### src/rtl/seq_shifter.sv
// Multi-cycle shift/rotate unit: moves a WIDTH-bit operand one bit position per clock
// under a START/BUSY/DONE handshake, producing a registered result and carry.
module seq_shifter #(
    parameter int WIDTH      = 8,
    parameter int COUNT_W    = 4,
    parameter int DELAY_RISE = 0,
    parameter int DELAY_FALL = 0
) (
    input  logic               CLK,
    input  logic               RESET_bar,
    input  logic               START,
    input  logic [2:0]         OP_SEL,
    input  logic [COUNT_W-1:0] COUNT,
    input  logic [WIDTH-1:0]   VALUE_IN,
    input  logic               CARRY_IN,
    output logic               BUSY,
    output logic               DONE,
    output logic [WIDTH-1:0]   VALUE_OUT,
    output logic               CARRY_OUT
);

    localparam logic [2:0] OP_ZERO = 3'b000;
    localparam logic [2:0] OP_PASS = 3'b001;
    localparam logic [2:0] OP_SHL  = 3'b010;
    localparam logic [2:0] OP_SHR  = 3'b011;
    localparam logic [2:0] OP_ASR  = 3'b100;
    localparam logic [2:0] OP_ROLC = 3'b101;
    localparam logic [2:0] OP_RORC = 3'b110;
    localparam logic [2:0] OP_ROL  = 3'b111;

    // The rise/fall delays only shape the TTL timing model; the synthesised logic is zero-delay.
    if (DELAY_RISE < 0 || DELAY_FALL < 0) begin : g_bad_delay
    end

    typedef enum logic [1:0] {
        S_IDLE  = 2'd0,
        S_SHIFT = 2'd1,
        S_DONE  = 2'd2
    } state_t;

    state_t             state, state_nx;
    logic [WIDTH-1:0]   acc, acc_nx;
    logic               carry, carry_nx;
    logic [COUNT_W-1:0] rem, rem_nx;
    logic [2:0]         op, op_nx;
    logic [WIDTH-1:0]   value_nx;
    logic               carry_out_nx;
    logic [WIDTH:0]     stepped;

    // Returns {carry, value} after a single one-bit step of the selected operation.
    function automatic logic [WIDTH:0] step(input logic [2:0] sel,
                                            input logic [WIDTH-1:0] a,
                                            input logic c);
        logic [WIDTH:0] r;
        case (sel)
            OP_SHL:  r = {a[WIDTH-1], a[WIDTH-2:0], 1'b0};
            OP_SHR:  r = {a[0], 1'b0, a[WIDTH-1:1]};
            OP_ASR:  r = {a[0], a[WIDTH-1], a[WIDTH-1:1]};
            OP_ROLC: r = {a[WIDTH-1], a[WIDTH-2:0], c};
            OP_RORC: r = {a[0], c, a[WIDTH-1:1]};
            OP_ROL:  r = {a[WIDTH-1], a[WIDTH-2:0], a[WIDTH-1]};
            default: r = {c, a};
        endcase
        return r;
    endfunction

    always_comb begin
        state_nx     = state;
        acc_nx       = acc;
        carry_nx     = carry;
        rem_nx       = rem;
        op_nx        = op;
        value_nx     = VALUE_OUT;
        carry_out_nx = CARRY_OUT;
        stepped      = step(op, acc, carry);

        case (state)
            S_SHIFT: begin
                {carry_nx, acc_nx} = stepped;
                rem_nx             = rem - 1'b1;
                if (rem == COUNT_W'(1)) begin
                    value_nx     = stepped[WIDTH-1:0];
                    carry_out_nx = stepped[WIDTH];
                    state_nx     = S_DONE;
                end
            end
            default: begin
                state_nx = S_IDLE;
                if (START) begin
                    acc_nx   = VALUE_IN;
                    carry_nx = CARRY_IN;
                    rem_nx   = COUNT;
                    op_nx    = OP_SEL;
                    // Zero, pass and zero-count ops complete on the accept edge itself.
                    if (OP_SEL == OP_ZERO) begin
                        value_nx     = '0;
                        carry_out_nx = 1'b0;
                        state_nx     = S_DONE;
                    end else if (OP_SEL == OP_PASS) begin
                        value_nx     = VALUE_IN;
                        carry_out_nx = 1'b0;
                        state_nx     = S_DONE;
                    end else if (COUNT == '0) begin
                        value_nx     = VALUE_IN;
                        carry_out_nx = CARRY_IN;
                        state_nx     = S_DONE;
                    end else begin
                        state_nx = S_SHIFT;
                    end
                end
            end
        endcase
    end

    always_ff @(posedge CLK or negedge RESET_bar) begin
        if (!RESET_bar) begin
            state     <= S_IDLE;
            VALUE_OUT <= '0;
            CARRY_OUT <= 1'b0;
        end else begin
            state     <= state_nx;
            VALUE_OUT <= value_nx;
            CARRY_OUT <= carry_out_nx;
        end
    end

    // Working registers are only meaningful after an accept, so they carry no reset.
    always_ff @(posedge CLK) begin
        acc   <= acc_nx;
        carry <= carry_nx;
        rem   <= rem_nx;
        op    <= op_nx;
    end

    assign BUSY = (state == S_SHIFT);
    assign DONE = (state == S_DONE);

endmodule

### config.mk
export PLATFORM = sky130hd
export DESIGN_NAME = seq_shifter
export DESIGN_NICKNAME = d
export VERILOG_FILES = /design/src/rtl/seq_shifter.sv
export SDC_FILE = /design/constraint.sdc
export NUM_CORES = 1
export LEC_CHECK = 0
export CORE_MARGIN = 2
export CORE_UTILIZATION = 55
export CTS_CLUSTER_SIZE = 24
export DETAILED_ROUTE_END_ITERATION = 10
export GPL_ROUTABILITY_DRIVEN = 0
export HOLD_SLACK_MARGIN = 0.12
export PLACE_DENSITY = 0.84
export SYNTH_ARGS = -nofsm -noshare
export SYNTH_HDL_FRONTEND = slang
export SYNTH_SLANG_ARGS = --single-unit
### constraint.sdc
create_clock -name CLK -period 2.7 [get_ports CLK]
set_input_delay 0.27 -clock CLK [delete_from_list [all_inputs] [get_ports CLK]]
set_output_delay 0.27 -clock CLK [all_outputs]
set_load 0.05 [all_outputs]
# Yosys cells after proc, flatten, opt, wreduce, memory -nomap -nowiden
# Index checks and enable logic that the tools add are counted.
[op_classes] bitwise_logic=1 n_eq_ne=11 n_addsub=1 mux=25 n_reduce_logical=6
[op_table] cell="two-way mux 8 bit" count=8
[op_table] cell="one-hot mux 9 bit (6 select lines)" count=1
[op_table] cell="equality test 3 bit, second input constant" count=4
[op_table] cell="two-way mux 2 bit" count=6
[op_table] cell="two-way mux 1 bit" count=8
[op_table] cell="two-way mux 4 bit" count=2
[op_table] cell="equality test 3 x 2 -> 1 bit, second input constant" count=2
[op_table] cell="equality test 4 x 1 -> 1 bit, second input constant" count=1
[op_table] cell="logical NOT 4 bit" count=1
[op_table] cell="nonzero test 4 bit" count=1
[op_table] cell="subtractor 4 x 1 -> 4 bit, second input constant" count=1
[op_table] cell="equality test 3 x 1 -> 1 bit, second input constant" count=1
[op_table] cell="logical NOT 3 bit" count=1
[op_table] cell="AND reduction 3 bit" count=1
[op_table] cell="equality test 2 x 1 -> 1 bit, second input constant" count=1
[op_table] cell="equality test 2 bit, second input constant" count=1
[op_table] cell="inequality test 2 x 1 -> 1 bit, second input constant" count=1
[op_table] cell="AND reduction 2 bit" count=1
[op_table] cell="nonzero test 2 bit" count=1
[op_table] cell="NOT 1 bit" count=1
[totals] reg_bits=27 input_bits=19 output_inout_bits=11

# Depth between registers and ports, before layout
[logic_depth] word_depth=6 depth_mapped=8 mapped_depth_nobuf=6

# Worst setup path after synthesis
# OpenSTA, ideal clock, no wires.
[synth_timing] kind="input to register" start="input COUNT[3]" end="register VALUE_OUT[2]" path_stages=5 path_buffers=1 setup_slack_ps=840 t_arrival_ps=1735 path_cell_list="or4_4 > a211oi_4 > or2_1 > buf_6 > mux2_4"
[synth_between] elab_chain_len=3
[synth_rtl] element="start, declared" line="13" rtl="input logic [COUNT_W-1:0] COUNT,"
[synth_rtl] element="logical NOT 4 bit" line="103" rtl="end else if (COUNT == '0) begin"
[synth_rtl] element="nonzero test 4 bit (no line)"
[synth_rtl] element="AND reduction 3 bit (no line)"
[synth_rtl] element="end signal, assigned" line="122" rtl="VALUE_OUT <= value_nx;"
[synth_rtl] element="end, declared" line="18" rtl="output logic [WIDTH-1:0] VALUE_OUT,"
# No other way between the ends.
# A chain may end at the register's enable or synchronous reset.

# Final worst setup path
[layout_timing] start="register op[1]" end="register VALUE_OUT[7]"
[layout_between] elab_chain_len=4 word_cells_on_any_way=9 cone_classes="eq/ne (6); mux (3)"
[layout_rtl] element="start, declared" line="45" rtl="logic [2:0] op, op_nx;"
[layout_rtl] element="start signal, assigned" line="132" rtl="op <= op_nx;"
[layout_rtl] element="equality test 3 bit or equality test 3 x 2 -> 1 bit (tied branches)" line="55" rtl="case (sel)"
[layout_rtl] element="one-hot mux 9 bit (6 select lines) (*)" line="55"
[layout_rtl] element="two-way mux 8 bit (*)" line="81" rtl="if (rem == COUNT_W'(1)) begin"
[layout_rtl] element="two-way mux 8 bit (*)" line="77" rtl="case (state)"
# Mark *: on every way between the ends. The rest lies on a longest branch, timed or not. The select of a mux whose other input is x is not followed.

==> impl_metrics.env <==
export IMPL_syn_cell_area_um2=1590
export IMPL_die_y_um=57.8
export IMPL_fin_setup_tns_ns=0
export IMPL_endpoint_kind="flip-flop"
export IMPL_drcViolationCount=0
export IMPL_cp_start_kind="flip-flop"
export IMPL_post_cts_buffers=0
export IMPL_p_total_uw=2370
export IMPL_setup_viol=0
export IMPL_wl_um=3620
export IMPL_grt_busiest_layer="met2"
export IMPL_overflow=0
export IMPL_dp_hpwl_um=2710
export IMPL_required_ns=2.94
export IMPL_grt_pass1_vias=1322
export IMPL_ys_ff_latch=27
export IMPL_multi_input_area_um2=722
export IMPL_syn_nets=189
export IMPL_grt_max_degree=23
export IMPL_cts_tree="done"
export IMPL_final_cell_area_um2=1880
export IMPL_ant_nets=0
export IMPL_p_leak_uw=0.000738
export IMPL_die_x_um=57.8
export IMPL_io_pins=30
export IMPL_dieArea_um2=3340
export IMPL_vias_per_cell=6.29
export IMPL_cts_root_buf="clkbuf_4"
export IMPL_row_count=19
export IMPL_clock_latency_ns=0.33
export IMPL_syn_to_final_growth_pct=18.3
export IMPL_drive_above_1_share_pct=7.85
export IMPL_use_met3_pct=2.46
export IMPL_drtPass1Iterations=5
export IMPL_clock_path_buffers=2
export IMPL_gr_usage_all_layers_pct=23.3
export IMPL_powerDensity_nw_per_um2=1260
export IMPL_yosys_warnings=0
export IMPL_cts_max_level=1
export IMPL_start_util_pct=57.8
export IMPL_fin_skew_ns=0.00599
export IMPL_cts_hold_buf=0
export IMPL_post_route_util_pct=68.3
export IMPL_syn_avg_cell_area_um2=9.48
export IMPL_async_reset_ff_share_pct=40.7
export IMPL_synth_largest_area_cell="edfxtp_1"
export IMPL_synthFlopType="edfxtp_1"
export IMPL_final_nets=213
export IMPL_port_buffers=29
export IMPL_place_area_um2=1860
export IMPL_synth_area_top_cells="edfxtp_1 (30%), dfrtp_1 (17%), a31oi_1 (7.5%), nand2_1 (6.6%), o21ai_1 (3.8%)"
export IMPL_use_met2_pct=40.3
export IMPL_vias=1397
export IMPL_seq_area_um2=756
export IMPL_cts_made_buffers=3
export IMPL_fin_crit_ns=2.01
export IMPL_ys_types=35
export IMPL_diodes=0
export IMPL_ctsResizeCount=0
export IMPL_slowest_stage="edfxtp_1"
export IMPL_crit_chain="nor2b_1 -> a2111oi_0 -> o31ai_1 -> mux2_4"
export IMPL_drt_iter0_markers=73
export IMPL_crit_type="reg2reg"
export IMPL_hp_class="in2async"
export IMPL_ir_drop_mv=1.12
export IMPL_grt_first_pass_wirelength_um=5850
export IMPL_antenna_found_initial=0
export IMPL_design_core_area_um2=2760
export IMPL_status="finished, final reports clean"
export IMPL_crit_fanout=19
export IMPL_worstMarginPinSlew_ns=0.632
export IMPL_maxCapViolCount=0
export IMPL_critPathArrivalTime_ns=2.25
export IMPL_fillers=232
export IMPL_gr_usage_met1_pct=29.3
export IMPL_mostFrequentLayoutCells="nand2_1 (28), clkdlybuf4s50_1 (28), a31oi_1 (19)"
export IMPL_wl_per_cell_um=16.3
export IMPL_finalCritPeriodShare_pct=74.3
export IMPL_synth_edff_count=16
export IMPL_finalHoldViolations=0
export IMPL_cts_sinks=27
export IMPL_cpPeakStageDelay_ns=0.73
export IMPL_synth_top_area_share_pct=30.2
export IMPL_synthCells=168
export IMPL_rsz0062_at_grt="false"
export IMPL_final_max_slew_viol_count=0
export IMPL_yosysSeqAreaShare_pct=47.4
export IMPL_fmax_mhz=499
export IMPL_path_clk_slew_ns=0.15
export IMPL_maxSlewHeadroom_pct=57.9
[where the power goes]
group          switching, uW  total (uW)  internal [uW]
registers                181         882            700
clock network            126         182           55.7
logic                    813        1300            490
total                   1120        2370           1250
[per-layer routing]
metal / vias up / wire, um
li1: 661 / -
met1: 661 / 1500
met2: 71 / 1840
met3: 4 / 242
met4: 0 / 45
met5: - / 0
[sequential cells by signal, summed over array words and instances (netlist names)]
name and flops:
carry 1, CARRY_OUT 1, state 2, op 3, VALUE_OUT 8, rem 4
acc 8
[cell usage after synthesis (all sizes together), types with 2 or more instances]
cell type	n
or2	2
buf	3
mux2	2
o31ai	3
nand2	28
ha	2
nand2b	9
mux2i	2
nor2	6
a21oi	2
clkbuf	10
dfrtp	11
inv	6
a31oi	19
nor3	9
nor2b	3
edfxtp	16
xnor2	2
nand3	10
o21ai	12
[critical path, delay by kind of cell, from the launching register on]
kind / cells / cell delay [ns]
AOI/OAI and AO/OA: 2 / 0.78
DFF: 1 / 0.73
muxes: 1 / 0.29
and+or+nand+nor: 1 / 0.12
[stage by stage]
stage	instances	setup WS (ns)	hold slack [ns]
3_3_place_gp	218	0.473	0.502
5_1_grt	222	0.564	0.263
4_1_cts	222	0.729	0.255
3_5_place_dp	218	0.402	0.505
2_1_floorplan	168	0.840	-0.0256
6_report	222	0.694	0.248
[final timing paths]
path                                 to          from  depth (start not counted)  slack [ns]
min in group CLK                  op[0]     OP_SEL[0]                          1        0.51
hold / removal             VALUE_OUT[1]     RESET_bar                          1        0.25
setup reg to reg           VALUE_OUT[7]         op[1]                          4        0.69
setup / recovery           VALUE_OUT[7]         op[1]                          4        0.69
max in group asynchronous     CARRY_OUT     RESET_bar                          1        2.12
hold reg to reg            VALUE_OUT[7]  VALUE_OUT[7]                          1        0.54
[cell families after synthesis]
kind of cell | Yosys count | synth area share, %
AOI/OAI and AO/OA | 43 | 17.9
DFF | 27 | 47.4
adders and majority gates | 2 | 1.57
buffers and inverters | 19 | 7.23
xor gates and xnor gates | 2 | 1.10
and+or+nand+nor | 71 | 21.6
muxes | 4 | 3.14
[layout make-up]
class                           count  area share [%]
Clock inverter                      1           0.266
Sequential cell                    27            40.1
Clock buffer                        3            1.20
Timing Repair Buffer               32            16.5
Tap cell                           31            2.06
Inverter                            6            1.59
Multi-Input combinational cell    122            38.3
No activity file was read; power rests on OpenSTA's default activity.
